File: src/rtl/udc_pkg.sv
// Shared types and helpers for the parametrised up/down counter.
// Optional feature macro: UDC_STEP_EN (variable step size).
package udc_pkg;

  typedef enum logic {
    UDC_WRAP,
    UDC_SAT
  } udc_mode_t;

  typedef enum logic [1:0] {
    UDC_HOLD,
    UDC_UP,
    UDC_DOWN
  } udc_dir_t;

  function automatic int clamp(
    input int v,
    input int lo,
    input int hi
  );
    if (v < lo) return lo;
    if (v > hi) return hi;
    return v;
  endfunction

endpackage

File: src/rtl/udc_next_calc.sv
// Next-count arithmetic for the up/down counter.
// Works in WIDTH+2 bits so carry and borrow are never lost.
module udc_next_calc
  import udc_pkg::*;
#(
  parameter int WIDTH   = 4,
  parameter int MIN_VAL = 0,
  parameter int MAX_VAL = 15
) (
  input  logic [WIDTH-1:0] count,
  input  udc_dir_t         dir,
  input  logic [WIDTH:0]   s,
  input  udc_mode_t        mode,
  output logic [WIDTH-1:0] next_count,
  output logic             ovf_nxt,
  output logic             unf_nxt
);

  localparam int RW = WIDTH + 2;
  localparam logic [RW-1:0] MAX_W = RW'(MAX_VAL);
  localparam logic [RW-1:0] MIN_W = RW'(MIN_VAL);
  localparam logic [RW-1:0] RNG_W =
    RW'(MAX_VAL - MIN_VAL + 1);

  logic [RW-1:0] cnt_w;
  logic [RW-1:0] s_w;
  logic [RW-1:0] up_w;
  logic [RW-1:0] dn_w;
  logic [RW-1:0] up_wrap;
  logic [RW-1:0] dn_wrap;

  assign cnt_w   = RW'(count);
  assign s_w     = RW'(s);
  assign up_w    = cnt_w + s_w;
  assign dn_w    = cnt_w - s_w;
  assign up_wrap = up_w - RNG_W;
  assign dn_wrap = cnt_w + RNG_W - s_w;

  // Step in the requested direction, wrapping or saturating past a bound
  always_comb begin
    next_count = count;
    ovf_nxt    = 1'b0;
    unf_nxt    = 1'b0;
    case (dir)
      UDC_UP: begin
        if (up_w > MAX_W) begin
          ovf_nxt    = 1'b1;
          next_count = (mode == UDC_SAT) ?
            WIDTH'(MAX_VAL) : WIDTH'(up_wrap);
        end else begin
          next_count = WIDTH'(up_w);
        end
      end
      UDC_DOWN: begin
        if (cnt_w < MIN_W + s_w) begin
          unf_nxt    = 1'b1;
          next_count = (mode == UDC_SAT) ?
            WIDTH'(MIN_VAL) : WIDTH'(dn_wrap);
        end else begin
          next_count = WIDTH'(dn_w);
        end
      end
      default: begin
        next_count = count;
      end
    endcase
  end

endmodule

File: src/rtl/up_down_counter_param.sv
// Bounded up/down counter with load, wrap/saturate and ovf/unf pulses.
// Define UDC_STEP_EN to add the step port (otherwise unit step).
module up_down_counter_param
  import udc_pkg::*;
#(
  parameter int WIDTH   = 4,
  parameter int MIN_VAL = 0,
  parameter int MAX_VAL = 15,
  parameter int RST_VAL = 0
) (
  input  logic             clk,
  input  logic             rst_n,
  input  logic             en,
  input  logic             up,
  input  logic             down,
  input  logic             load,
  input  logic [WIDTH-1:0] load_val,
  input  logic             sat_mode,
`ifdef UDC_STEP_EN
  input  logic [WIDTH-1:0] step,
`endif
  output logic [WIDTH-1:0] count,
  output logic             at_max,
  output logic             at_min,
  output logic             ovf,
  output logic             unf
);

  localparam int SW = WIDTH + 1;
  localparam logic [SW-1:0] RNG_S =
    SW'(MAX_VAL - MIN_VAL + 1);

  udc_dir_t         dir;
  udc_mode_t        mode;
  logic [SW-1:0]    s_eff;
  logic [WIDTH-1:0] next_count;
  logic             ovf_nxt;
  logic             unf_nxt;
  logic [WIDTH-1:0] load_clamped;

`ifdef UDC_STEP_EN
  logic [SW-1:0] step_w;
  assign step_w = {1'b0, step};
  assign s_eff  = (step_w > RNG_S) ? RNG_S : step_w;
`else
  assign s_eff = SW'(1);
`endif

  assign mode = sat_mode ? UDC_SAT : UDC_WRAP;

  assign load_clamped =
    WIDTH'(clamp(int'(load_val), MIN_VAL, MAX_VAL));

  // Count only on an enabled, unambiguous up or down request
  always_comb begin
    dir = UDC_HOLD;
    if (en && (up ^ down)) begin
      dir = up ? UDC_UP : UDC_DOWN;
    end
  end

  udc_next_calc #(
    .WIDTH  (WIDTH),
    .MIN_VAL(MIN_VAL),
    .MAX_VAL(MAX_VAL)
  ) u_calc (
    .count     (count),
    .dir       (dir),
    .s         (s_eff),
    .mode      (mode),
    .next_count(next_count),
    .ovf_nxt   (ovf_nxt),
    .unf_nxt   (unf_nxt)
  );

  // Count and pulse registers; load wins and clears the pulses
  always_ff @(posedge clk or negedge rst_n) begin
    if (!rst_n) begin
      count <= WIDTH'(RST_VAL);
      ovf   <= 1'b0;
      unf   <= 1'b0;
    end else if (load) begin
      count <= load_clamped;
      ovf   <= 1'b0;
      unf   <= 1'b0;
    end else begin
      count <= next_count;
      ovf   <= ovf_nxt;
      unf   <= unf_nxt;
    end
  end

  assign at_max = (count == WIDTH'(MAX_VAL));
  assign at_min = (count == WIDTH'(MIN_VAL));

endmodule
File: config.mk
export PLATFORM = sky130hd
export DESIGN_NAME = up_down_counter_param
export DESIGN_NICKNAME = d
export VERILOG_FILES = /design/src/rtl/udc_pkg.sv /design/src/rtl/udc_next_calc.sv /design/src/rtl/up_down_counter_param.sv
export SDC_FILE = /design/constraint.sdc
export NUM_CORES = 1
export LEC_CHECK = 0
export ABC_CLOCK_PERIOD_IN_PS = 1800
export BUFFER_PORTS_ARGS = -buffer_cell sky130_fd_sc_hd__buf_2
export CAP_MARGIN = 15
export CORE_UTILIZATION = 39
export DETAILED_ROUTE_END_ITERATION = 6
export HOLD_SLACK_MARGIN = 0.03
export PLACE_DENSITY = 0.67
export RECOVER_POWER = 100
export SLEW_MARGIN = 40
export SYNTH_ARGS = -nofsm -noshare
export SYNTH_HDL_FRONTEND = slang
export SYNTH_SLANG_ARGS = --single-unit
File: constraint.sdc
create_clock -name clk -period 1.8 [get_ports clk]
set_clock_uncertainty 0.1 [all_clocks]
set_input_delay 0.09 -clock clk [delete_from_list [all_inputs] [get_ports clk]]
set_output_delay 0.09 -clock clk [all_outputs]
set_load 0.005 [all_outputs]
# After elaboration in Yosys (flattened, before gate mapping)
# Index checks and enable logic that the tools add are counted.
[word_totals]
register_bits = 6
inputBits = 11
elab_cells = 32
[classes]
n_addsub = 5
order_cmp = 2
eq_ne = 3
n_mux = 15
bitwise_logic = 1
n_reduce_logical = 3
[ops]
columns = ["op", "n"]
rows = [
  ["4-bit two-way mux", 5],
  ["4-bit by 1-bit subtractor with 4-bit output, second input constant", 3],
  ["4-bit one-hot mux with 2 select lines", 1],
  ["1-bit two-way mux", 7],
  ["4-bit by 1-bit adder with 5-bit output, second input constant", 1],
  ["5-bit by 4-bit > comparator with 1-bit output, second input constant", 1],
  ["4-bit by 1-bit adder with 4-bit output, second input constant", 1],
  ["4-bit == test, second input constant", 1],
  ["4-bit zero test", 1],
  ["4-bit by 1-bit less-than comparator with 1-bit output, second input constant", 1],
  ["2-bit two-way mux", 2],
  ["3-bit nonzero test", 1],
  ["2-bit by 1-bit == test with 1-bit output, second input constant", 1],
  ["2-bit == test, second input constant", 1],
  ["1-bit logical AND", 1],
  ["1-bit XOR", 1],
]

# Longest topological paths before layout
# Gate-level depths: netlist of the first run.
[logic_depth]
depth_word = 6
depth_mapped = 6

# Modules after synthesis
# From an unflattened synthesis of the first run, not the netlist that was laid out.
[hier_totals]
cells_unflattened = 98
area_unflattened_um2 = 843.3
[modules_own_cells]
columns = ["mod", "n_inst", "cells_each", "area_per_inst_um2", "seq_area_each_um2"]
rows = [
  ["udc_next_calc", 1, 80, 590.6, 0.0],
  ["up_down_counter_param", 1, 18, 252.7, 150.1],
]

# Worst setup path after synthesis of the first run
# OpenSTA, ideal clock, no wires.
[synth_path]
kind = "reg-to-reg"
from = "register count[0]"
to = "register count[0]"
setup_time_ps = 133
arrival_time_ps = 1705
setup_slack_ps = -138
stages_incl_launch_ff = 7
n_path_buf = 0
synth_period_minus_slack_ps = 1938
path_cell_list = "dfrtp_1 inv_1 ha_1 nor3b_1 maj3_1 and4_1 o2bb2ai_1"
[synth_via]
elab_chain_cells = 6
[synth_rtl]
columns = ["element", "line_no", "text"]
rows = [
  ["start, declared", "up_down_counter_param.sv:22", "output logic [WIDTH-1:0] count,"],
  ["start signal, assigned", "up_down_counter_param.sv:79", "count <= WIDTH'(RST_VAL);"],
  ["start signal, assigned", "up_down_counter_param.sv:83", "count <= load_clamped;"],
  ["start signal, assigned", "up_down_counter_param.sv:87", "count <= next_count;"],
  ["4-bit by 1-bit adder with 4-bit output / 4-bit by 1-bit adder with 5-bit output (equally long branches)", "udc_next_calc.sv:37, udc_next_calc.sv:34", ""],
  ["4-bit by 1-bit subtractor with 4-bit output, on equally long branches", "udc_next_calc.sv:37, udc_next_calc.sv:36", ""],
  ["4-bit two-way mux, on equally long branches", "udc_next_calc.sv:57, udc_next_calc.sv:48", ""],
  ["4-bit two-way mux, on equally long branches", "udc_next_calc.sv:55, udc_next_calc.sv:46", ""],
  ["4-bit one-hot mux with 2 select lines (*)", "udc_next_calc.sv:44", "case (dir)"],
  ["4-bit two-way mux (*)", "up_down_counter_param.sv:82", "end else if (load) begin"],
]
# Mark *: on every way between the ends. The rest lies on a longest branch, timed or not.
# A chain may end at the register's enable or synchronous reset.

# Final worst setup path of the first run
# Ends and elaborated chain as after synthesis.

==> results.yml, run 1 <==
outcome:
  outcome: "completed"
synth:
  ys_top_cells_by_area: "dfrtp_1 (27%), ha_1 (9.0%), nor2_1 (4.7%), a31oi_1 (4.5%), nand2_1 (3.4%)"
  synth-seq-cells: 6
  ys_types: 33
  synthCells: 65
  synthArstFlopShare_pct: 100
  ys_seq_area_share_pct: 27.0
  netlist_top_cells_count: "nor2_1 (7), dfrtp_1 (6), nand2_1 (5)"
  synth_edf_count: 0
  synth.cell_area_um2: 557
  yosysMostFrequentCell: "nor2_1"
  synthFlopType: "dfrtp_1"
  ys_warn_count: 0
  yosys.area.top_type: "dfrtp_1"
  avgSynthCellArea_um2: 8.57
  synth_nets: 80
  synth_top_area_share_pct: 27.0
worst_hold_path:
  hold_path_class: "primary input to register"
  worstHoldEndpoint: "count[0]"
  hp-start: "sat_mode"
  whs_path_depth: 2
route:
  avgViaCountPerCell: 5.73
  vias: 642
  remaining_drc_errors: 0
  routed_wl_um: 1590
  firstDrtPassIters: 4
  drtIter0Drc: 18
  ant_nets: 0
  wl_per_cell_um: 14.2
floorplanning:
  std_cell_rows: 13
  die_h_um: 39.8
  io_pins: 19
  die_x_um: 39.8
  core_area_um2: 1320
  dieArea_um2: 1580
  initial_utilization_pct: 42.3
setup_path:
  rr_worst_depth: 6
  worstPathRequired_ns: 1.83
  end_kind: "register"
  regToRegStartpoint: "count[0]"
  rrSetupSlack_ns: 0.06
  crit_fanout: 3
  cp.arrival_ns: 1.78
  startpoint_type: "register"
  critical_path_class: "register to register"
  rr_endpoint: "count[0]"
place:
  place_area_um2: 716
  placedCellCount: 104
  dp_slack_ns: -0.00959
  gp_congestion: 0.781
  portBuffers: 18
  dp_hpwl_um: 1200
finish:
  diodes: 0
  area_growth_pct: 44.7
  fillers: 133
  instances_no_fill: 112
  utilization_pct: 61.2
  final_nets: 113
  stdcell_area_um2: 806
  drive_gt1_share_pct: 36.1
clocking:
  clk_pin_slew_ns: 0.05
  cts_buffers: 3
  h-tree-depth: 1
  cts_buffer_depth: 2
  cts_tree: "yes"
  root_buffer: "clkbuf_4"
  cts_setup_buffers: 0
  clock-sinks: 6
  clk_latency_ns: 0.25
sta:
  max_slew_margin_pct: 68.5
  max_slew.worst_pin.slew_ns: 0.472
  fmax_mhz: 573
  min_period_ns: 1.74
  tns_ns: 0
  drv_slew: 0
  rsz0062_at_grt: "yes"
  hold_viol: 0
  setup_slack_ns: 0.0554
  fin_crit_sh_pct: 96.9
  setup_viol: 0
power_and_ir_drop:
  sequentialPowerShare_pct: 30.5
  p_leak_nw: 0.362
  intPower_mw: 0.336
  p_comb_share_pct: 43.0
  powerDensity_nw_per_um2: 634
  pwr-share-clk_pct: 26.5
  p_sw_share_pct: 34.3
  ir_worst_vdd_mv: 0.364
  power.switching_mw: 0.175
global_routing:
  grt_pass1_wl_um: 2330
  met2_usage_pct: 40.2
  grt_max_degree: 12
  top_usage_layer: "met2"
  grt_pass1_vias: 557
  antenna_found_initial: 0
  use_met1_pct: 27.1
  met3_usage_pct: 6.25
  grt_usage_pct: 22.8
  gr-total-overflow: 0
flow_run:
  drv_cap: 0
==> power groups by stage <==
stage	Combinational (mW)	Clock [mW]	Sequential, mW
floorplan	0.114	0	0.165
CTS	0.214	0.138	0.155
detailed placement	0.201	0	0.156
finish	0.220	0.135	0.156
global placement	0.201	0	0.156
global route	0.240	0.149	0.157
==> through the flow <==
stage	hold WS, ns	power [mW]
global route	0.0537	0.546
global placement	-0.185	0.356
CTS	0.0364	0.507
finish	0.0506	0.511
detailed placement	-0.184	0.357
floorplan	-0.306	0.278
==> per-layer routing <==
metal  share of wire (%)  routed length, um
met1                  41                658
met3                 6.2                 99
met4                0.63                 10
met2                  52                823
met5                   0                  0
==> sequential cells by signal (all words and copies together), names as in the netlist <==
signal  flops
ovf         1
count       4
unf         1
==> cells by family (layout without fill, tap and decap cells) <==
family | Yosys count | in the layout | synth area share, %
compound gates | 17 | 17 | 21.8
fa+ha+maj | 5 | 5 | 10.8
flops | 6 | 6 | 27.0
simple gates | 28 | 28 | 28.3
mux | 1 | 1 | 1.80
buf+inv | 6 | 38 | 7.19
xor+xnor | 2 | 2 | 3.15
==> final cells by class <==
cell class                 count  area (um2)  area share, %
sequential                     6         153           18.9
timing repair buffer          30         183           22.7
multi-input combinational     53         405           50.3
clock buffer                   4        26.3           3.26
inverter                       4        20.0           2.48
tap                           15        18.8           2.33
==> repair_timing <==
action,CTS,global route
hold endpoints to repair,9,0
gates resized for setup,5,3
hold buffers,4,0
setup endpoints to repair,1,2
pin swaps,1,4
==> critical path: stages, from the launching register on <==
cell and delay (ns):
dfrtp_2 0.41, inv_4 0.09, ha_4 0.21, nor3b_1 0.13, maj3_1 0.35, and4_1 0.22, o2bb2ai_1 0.11
==> layout by cell type (no fill, tap or decap), types with 2 or more instances in the layout <==
master	count
a21oi_1	3
a31oi_1	4
buf_2	15
buf_4	7
clkbuf_1	5
clkbuf_4	3
dfrtp_1	4
dfrtp_2	2
dlygate4sd3_1	4
ha_4	3
inv_1	2
inv_4	2
nand2_1	5
nand2b_1	2
nor2_1	7
nor3_1	3
nor3b_1	2
xor2_1	2
==> worst max-delay path by stage <==
stage          startpoint       end  slack (ns)  depth (start not counted)
6_report         count[0]  count[0]        0.06                          6
5_1_grt          count[0]  count[0]       -0.01                          7
4_1_cts          count[1]  count[0]       0.003                          7
3_5_place_dp     count[1]  count[0]       -0.01                          7
3_3_place_gp     count[1]  count[0]        0.08                          6
2_1_floorplan    count[0]  count[0]        0.01                          6
(Power assumes the default switching activity.)
==> run 2, diff against run 1 <==
Settings changed: ABC_CLOCK_PERIOD_IN_PS 1800 to unset, CORE_UTILIZATION 39 to 35, PLACE_DENSITY 0.67 to unset, SYNTH_HIERARCHICAL set to 1.
==> results.yml, run 2 <==
setup_path:
  crit_fanout: 3
  crit_buf_inv: 1
  rr_worst_depth: 8
  path_cells: "ha_2 -> inv_2 -> fa_2 -> or3_4 -> a31oi_4 -> o21ai_2 -> o211ai_1 -> mux2_4"
  rrSetupSlack_ns: -0.28
  critical_path_class: "register to register"
  slowest_delay_ns: 0.37
  cp.arrival_ns: 2.18
  rr_endpoint: "count[0]"
  end_kind: "register"
  worstPathRequired_ns: 1.90
  regToRegStartpoint: "count[0]"
  critical_path.slowest_cell: "dfrtp_1"
  crit_family: "adder cells"
  startpoint_type: "register"
synth:
  ys_seq_area_share_pct: 17.8
  ys_top_cells_by_area: "dfrtp_1 (18%), ha_1 (15%), inv_1 (5.8%), mux2_2 (5.3%), fa_1 (4.7%)"
  synth-xor-area-share_pct: 3.12
  synth_top_area_share_pct: 17.8
  synthCells: 98
  avgSynthCellArea_um2: 8.61
  yosysMostFrequentCell: "inv_1"
  netlist_top_cells_count: "inv_1 (13), ha_1 (10), dfrtp_1 (6)"
  synth_edf_count: 0
  muxShareOfSynthArea_pct: 5.34
  synth.cell_area_um2: 843
  synth-seq-cells: 6
  synthArstFlopShare_pct: 100
  synth_compound_area_share_pct: 18.4
  synthFlopType: "dfrtp_1"
  yosys.area.top_type: "dfrtp_1"
  yosys.area_share.adder_pct: 19.6
  synth-simple-area-share_pct: 26.0
  synth_top_family_by_area: "simple AND/OR/NAND/NOR gates"
  ys_types: 40
  ys_warn_count: 6
route:
  ant_nets: 0
  drtIter0Drc: 25
  firstDrtPassIters: 4
  remaining_drc_errors: 0
  wl_per_cell_um: 15.5
  routed_wl_um: 2810
  avgViaCountPerCell: 5.24
  vias: 949
sta:
  tns_ns: -1.18
  fmax_mhz: 482
  drv_slew: 0
  setup_slack_ns: -0.276
  rsz0062_at_grt: "yes"
  min_period_ns: 2.08
  fin_crit_sh_pct: 115
  setup_viol: 5
  hold_viol: 0
global_routing:
  met3_usage_pct: 8.33
  grt_pass1_wl_um: 4330
  grt_pass1_vias: 909
  grt_usage_pct: 23.6
  top_usage_layer: "met2"
  met2_usage_pct: 41.7
  use_met1_pct: 26.0
  grt_max_degree: 9
  gr-total-overflow: 0
  antenna_found_initial: 0
clocking:
  clk_pin_slew_ns: 0.05
  clk_latency_ns: 0.26
  cts_buffers: 3
  clock-sinks: 6
  h-tree-depth: 1
  cts_buffer_depth: 2
  root_buffer: "clkbuf_4"
  cts_tree: "yes"
power_and_ir_drop:
  pwr-share-clk_pct: 19.5
  power_mw: 0.744
  p_comb_share_pct: 58.6
  sequentialPowerShare_pct: 21.9
  ir_worst_vdd_mv: 0.536
  p_sw_share_pct: 37.6
  power.switching_mw: 0.279
  p_leak_nw: 0.611
  powerDensity_nw_per_um2: 557
  intPower_mw: 0.465
finish:
  largest-register: "count"
  reg.largest.list: "count: 4 flops, ovf: 1 flops, unf: 1 flops"
  final_nets: 177
  area_growth_pct: 58.3
  largest_register_ffs: 4
  stdcell_area_um2: 1340
  diodes: 0
  final_cell_mix: "buf_4 (17), buf_2 (16), conb_1 (14)"
  final_common_cell: "buf_4"
  drive_gt1_share_pct: 43.1
worst_hold_path:
  whs_path_depth: 2
  worstHoldEndpoint: "count[0]"
  hold_path_class: "primary input to register"
  hp-start: "load"
outcome:
  violations: "negative setup slack"
  outcome: "complete, but fails checks"
floorplanning:
  std_cell_rows: 17
  dieArea_um2: 2610
  core_area_um2: 2230
  die_h_um: 51.1
  die_x_um: 51.1
  io_pins: 19
  initial_utilization_pct: 37.8
place:
  place_area_um2: 1140
  gp_congestion: 0.848
  dp_slack_ns: -0.190
  portBuffers: 18
  dp_hpwl_um: 1830
flow_run:
  drv_cap: 0
run 2: cell count changes after synthesis, sizes merged, moves of 3 or more:
cell / before / now
mux2: 0 / 4
ha: 4 / 10
inv: 4 / 13
and2b: 0 / 3
o211ai: 0 / 5
and2: 3 / 0
run 2: kinds of logic (layout without fill, tap and decap cells):
kind of cell | after synthesis | count (layout)
XOR/XNOR | 3 | 3
adder cells (fa/ha/maj) | 12 | 12
flip-flops | 6 | 6
multiplexers | 4 | 4
AO/OA/AOI/OAI | 22 | 22
other | 2 | 14
AND/OR/NAND/NOR | 33 | 33
buffers and inverters | 16 | 59
run 2: through the flow:
stage / cells / utilization, % / hold WS [ns]
6_report: 181 / 59.8 / 0.114
5_1_grt: 181 / 59.8 / 0.106
4_1_cts: 179 / 57.1 / 0.0747
3_5_place_dp: 170 / 51.1 / -0.181
3_3_place_gp: 170 / 51.1 / -0.184
2_1_floorplan: 110 / - / -0.306
run 2: per-layer routing:
metal,wire [um],part of all wire [%]
met5,0,0
met4,129,4.6
met3,210,7.5
met1,1040,37
met2,1430,51
run 2: worst register-to-register path: cells and delay by family (launching register included):
| family | cells | cell delay, ns |
|---|---|---|
| adders and majority gates | 2 | 0.56 |
| muxes | 1 | 0.17 |
| buffers and inverters | 1 | 0.04 |
| AOI/OAI and AO/OA | 3 | 0.41 |
| and+or+nand+nor | 1 | 0.38 |
| DFF | 1 | 0.37 |
run 2: power groups by stage:
| stage | clock (mW) | sequential [mW] | combinational (mW) |
|---|---|---|---|
| after floorplan | 0 | 0.169 | 0.199 |
| after global placement | 0 | 0.161 | 0.339 |
| after detailed placement | 0 | 0.160 | 0.347 |
| after CTS | 0.148 | 0.163 | 0.389 |
| after global routing | 0.155 | 0.165 | 0.469 |
| final | 0.145 | 0.163 | 0.436 |
run 2: final cells by class:
| type | count | area, um2 |
|---|---|---|
| multi-input combinational | 88 | 777 |
| timing repair buffer | 42 | 297 |
| tap | 28 | 35.0 |
| fill | 210 | 898 |
| sequential | 6 | 151 |
| clock buffer | 4 | 26.3 |
| inverter | 13 | 48.8 |
run 2: worst max path at each step:
stage,start,to,slack (ns),depth (start not counted)
2_1_floorplan,count[2],count[3],-0.04,7
3_3_place_gp,count[1],count[2],-0.17,6
3_5_place_dp,count[0],count[1],-0.19,8
4_1_cts,count[0],count[2],-0.20,8
5_1_grt,count[0],count[1],-0.32,8
6_report,count[0],count[0],-0.28,8
run 2: timing repair:
action	in CTS	in global routing
resized for setup	9	9
hold endpoints to repair	10	0
pin swaps	6	3
setup buffers	0	2
hold buffers	5	0
setup endpoints to repair	5	5
==> run 3, diff against run 2 <==
Settings changed: PLACE_DENSITY_LB_ADDON set to 0.08.
==> results.yml, run 3 (synthesis gave the netlist of run 2 again) <==
outcome:
  outcome: "complete, but fails checks"
  violations: "negative setup slack"
worst_hold_path:
  hold_path_class: "primary input to register"
route:
  topRoutingLayerUsed: "met4"
  wl_per_cell_um: 13.1
  met3WireLength_um: 80
  firstDrtPassIters: 4
  met1_length_um: 1050
  vias: 880
  ant_nets: 0
  remaining_drc_errors: 0
  avgViaCountPerCell: 4.89
  routed_wl_um: 2360
  drtIter0Drc: 12
  wl_met2_um: 1180
global_routing:
  grt_usage_pct: 20.4
  gr-total-overflow: 0
  antenna_found_initial: 0
  grt_pass1_vias: 873
  grt_max_degree: 7
  grt_pass1_wl_um: 3910
floorplanning:
  dieArea_um2: 2610
  std_cell_rows: 17
  die_x_um: 51.1
  core_area_um2: 2230
  die_h_um: 51.1
  io_pins: 19
  initial_utilization_pct: 37.8
place:
  dp_hpwl_um: 1870
  place_area_um2: 1120
  dp_slack_ns: -0.224
  gp_congestion: 0.802
  portBuffers: 18
  placedCellCount: 169
setup_path:
  critical_path_class: "register to register"
  startpoint: "count[0]"
  end_kind: "register"
  crit_fanout: 3
  rrSetupSlack_ns: -0.25
  worstPathRequired_ns: 1.90
  regToRegStartpoint: "count[0]"
  cp.arrival_ns: 2.15
  endpoint: "count[2]"
  startpoint_type: "register"
  rr_worst_depth: 8
  rr_endpoint: "count[2]"
sta:
  hold_viol: 0
  fin_crit_sh_pct: 114
  setup_viol: 5
  fmax_mhz: 488
  min_period_ns: 2.05
  rsz0062_at_grt: "yes"
  holdWs_ns: 0.106
  setup_slack_ns: -0.249
  drv_slew: 0
clocking:
  root_buffer: "clkbuf_4"
  clk_pin_slew_ns: 0.05
  h-tree-depth: 1
  clk_latency_ns: 0.26
  cts_buffer_depth: 2
  clock-sinks: 6
  cts_buffers: 3
  cts_tree: "yes"
finish:
  final_common_cell: "buf_4"
  instances_no_fill: 180
  largest-register: "count"
  final_nets: 176
  final_cell_mix: "buf_4 (16), buf_2 (14), conb_1 (14)"
  largest_register_ffs: 4
  drive_gt1_share_pct: 38.2
  area_growth_pct: 48.1
  reg.largest.list: "count: 4 flops, ovf: 1 flops, unf: 1 flops"
  stdcell_area_um2: 1250
  diodes: 0
power_and_ir_drop:
  p_comb_share_pct: 55.9
  sequentialPowerShare_pct: 23.4
  intPower_mw: 0.431
  pwr-share-clk_pct: 20.6
  power.switching_mw: 0.249
  ir_worst_vdd_mv: 0.418
  p_leak_nw: 0.571
  powerDensity_nw_per_um2: 544
  p_sw_share_pct: 36.7
flow_run:
  drv_cap: 0
## run 3: worst min path at each step
stage	from	to	cells after the start
after detailed placement	rst_n	unf	1
after global placement	rst_n	unf	1
final	load	count[1]	2
after CTS	rst_n	count[0]	2
after floorplan	rst_n	count[0]	0
after global routing	load	count[0]	2
## run 3: layout make-up
| class | count | area, um2 |
|---|---|---|
| Clock buffer | 4 | 26.3 |
| Fill cell | 227 | 985 |
| Timing Repair Buffer | 41 | 263 |
| Multi-Input combinational cell | 88 | 724 |
| Inverter | 13 | 48.8 |
| Tap cell | 28 | 35.0 |
| Sequential cell | 6 | 151 |
## run 3: metal layers
layer  vias up  track usage (%)
li1        439                -
met1       417             24.3
met5         -                0
met2        18             36.2
met3         6             3.87
met4         0             6.94
## run 3: worst max-delay path, cell delays in order, from the launching register on
cell and delay (ns):
dfrtp_1 0.34, ha_2 0.19, inv_2 0.04, fa_2 0.36, or3_1 0.35, a31oi_1 0.20, o21ai_2 0.11, o211ai_1 0.12
mux2_4 0.19
## run 3: metrics by stage
step | util [%] | setup TNS [ns] | power [mW]
6_report | 55.9 | -0.888 | 0.680
3_5_place_dp | 50.2 | -0.826 | 0.496
3_3_place_gp | 50.2 | -0.727 | 0.493
4_1_cts | 55.4 | -0.752 | 0.668
5_1_grt | 55.9 | -1.17 | 0.729
2_1_floorplan | - | -0.108 | 0.368
## run 3: timing repair
| action | CTS | global route |
|---|---|---|
| endpoints found under the setup margin | 5 | 6 |
| setup buffers | 1 | 1 |
| resized for setup | 7 | 4 |
| pin swaps | 2 | 2 |
| hold buffers | 5 | 0 |
| endpoints found under the hold margin | 10 | 0 |
## run 3: power by group through the flow
stage          registers (mW)  logic, mW  clock network (mW)
2_1_floorplan           0.169      0.199                   0
4_1_cts                 0.159      0.365               0.143
3_5_place_dp            0.160      0.336                   0
6_report                0.159      0.380               0.140
5_1_grt                 0.161      0.418               0.151
3_3_place_gp            0.161      0.333                   0
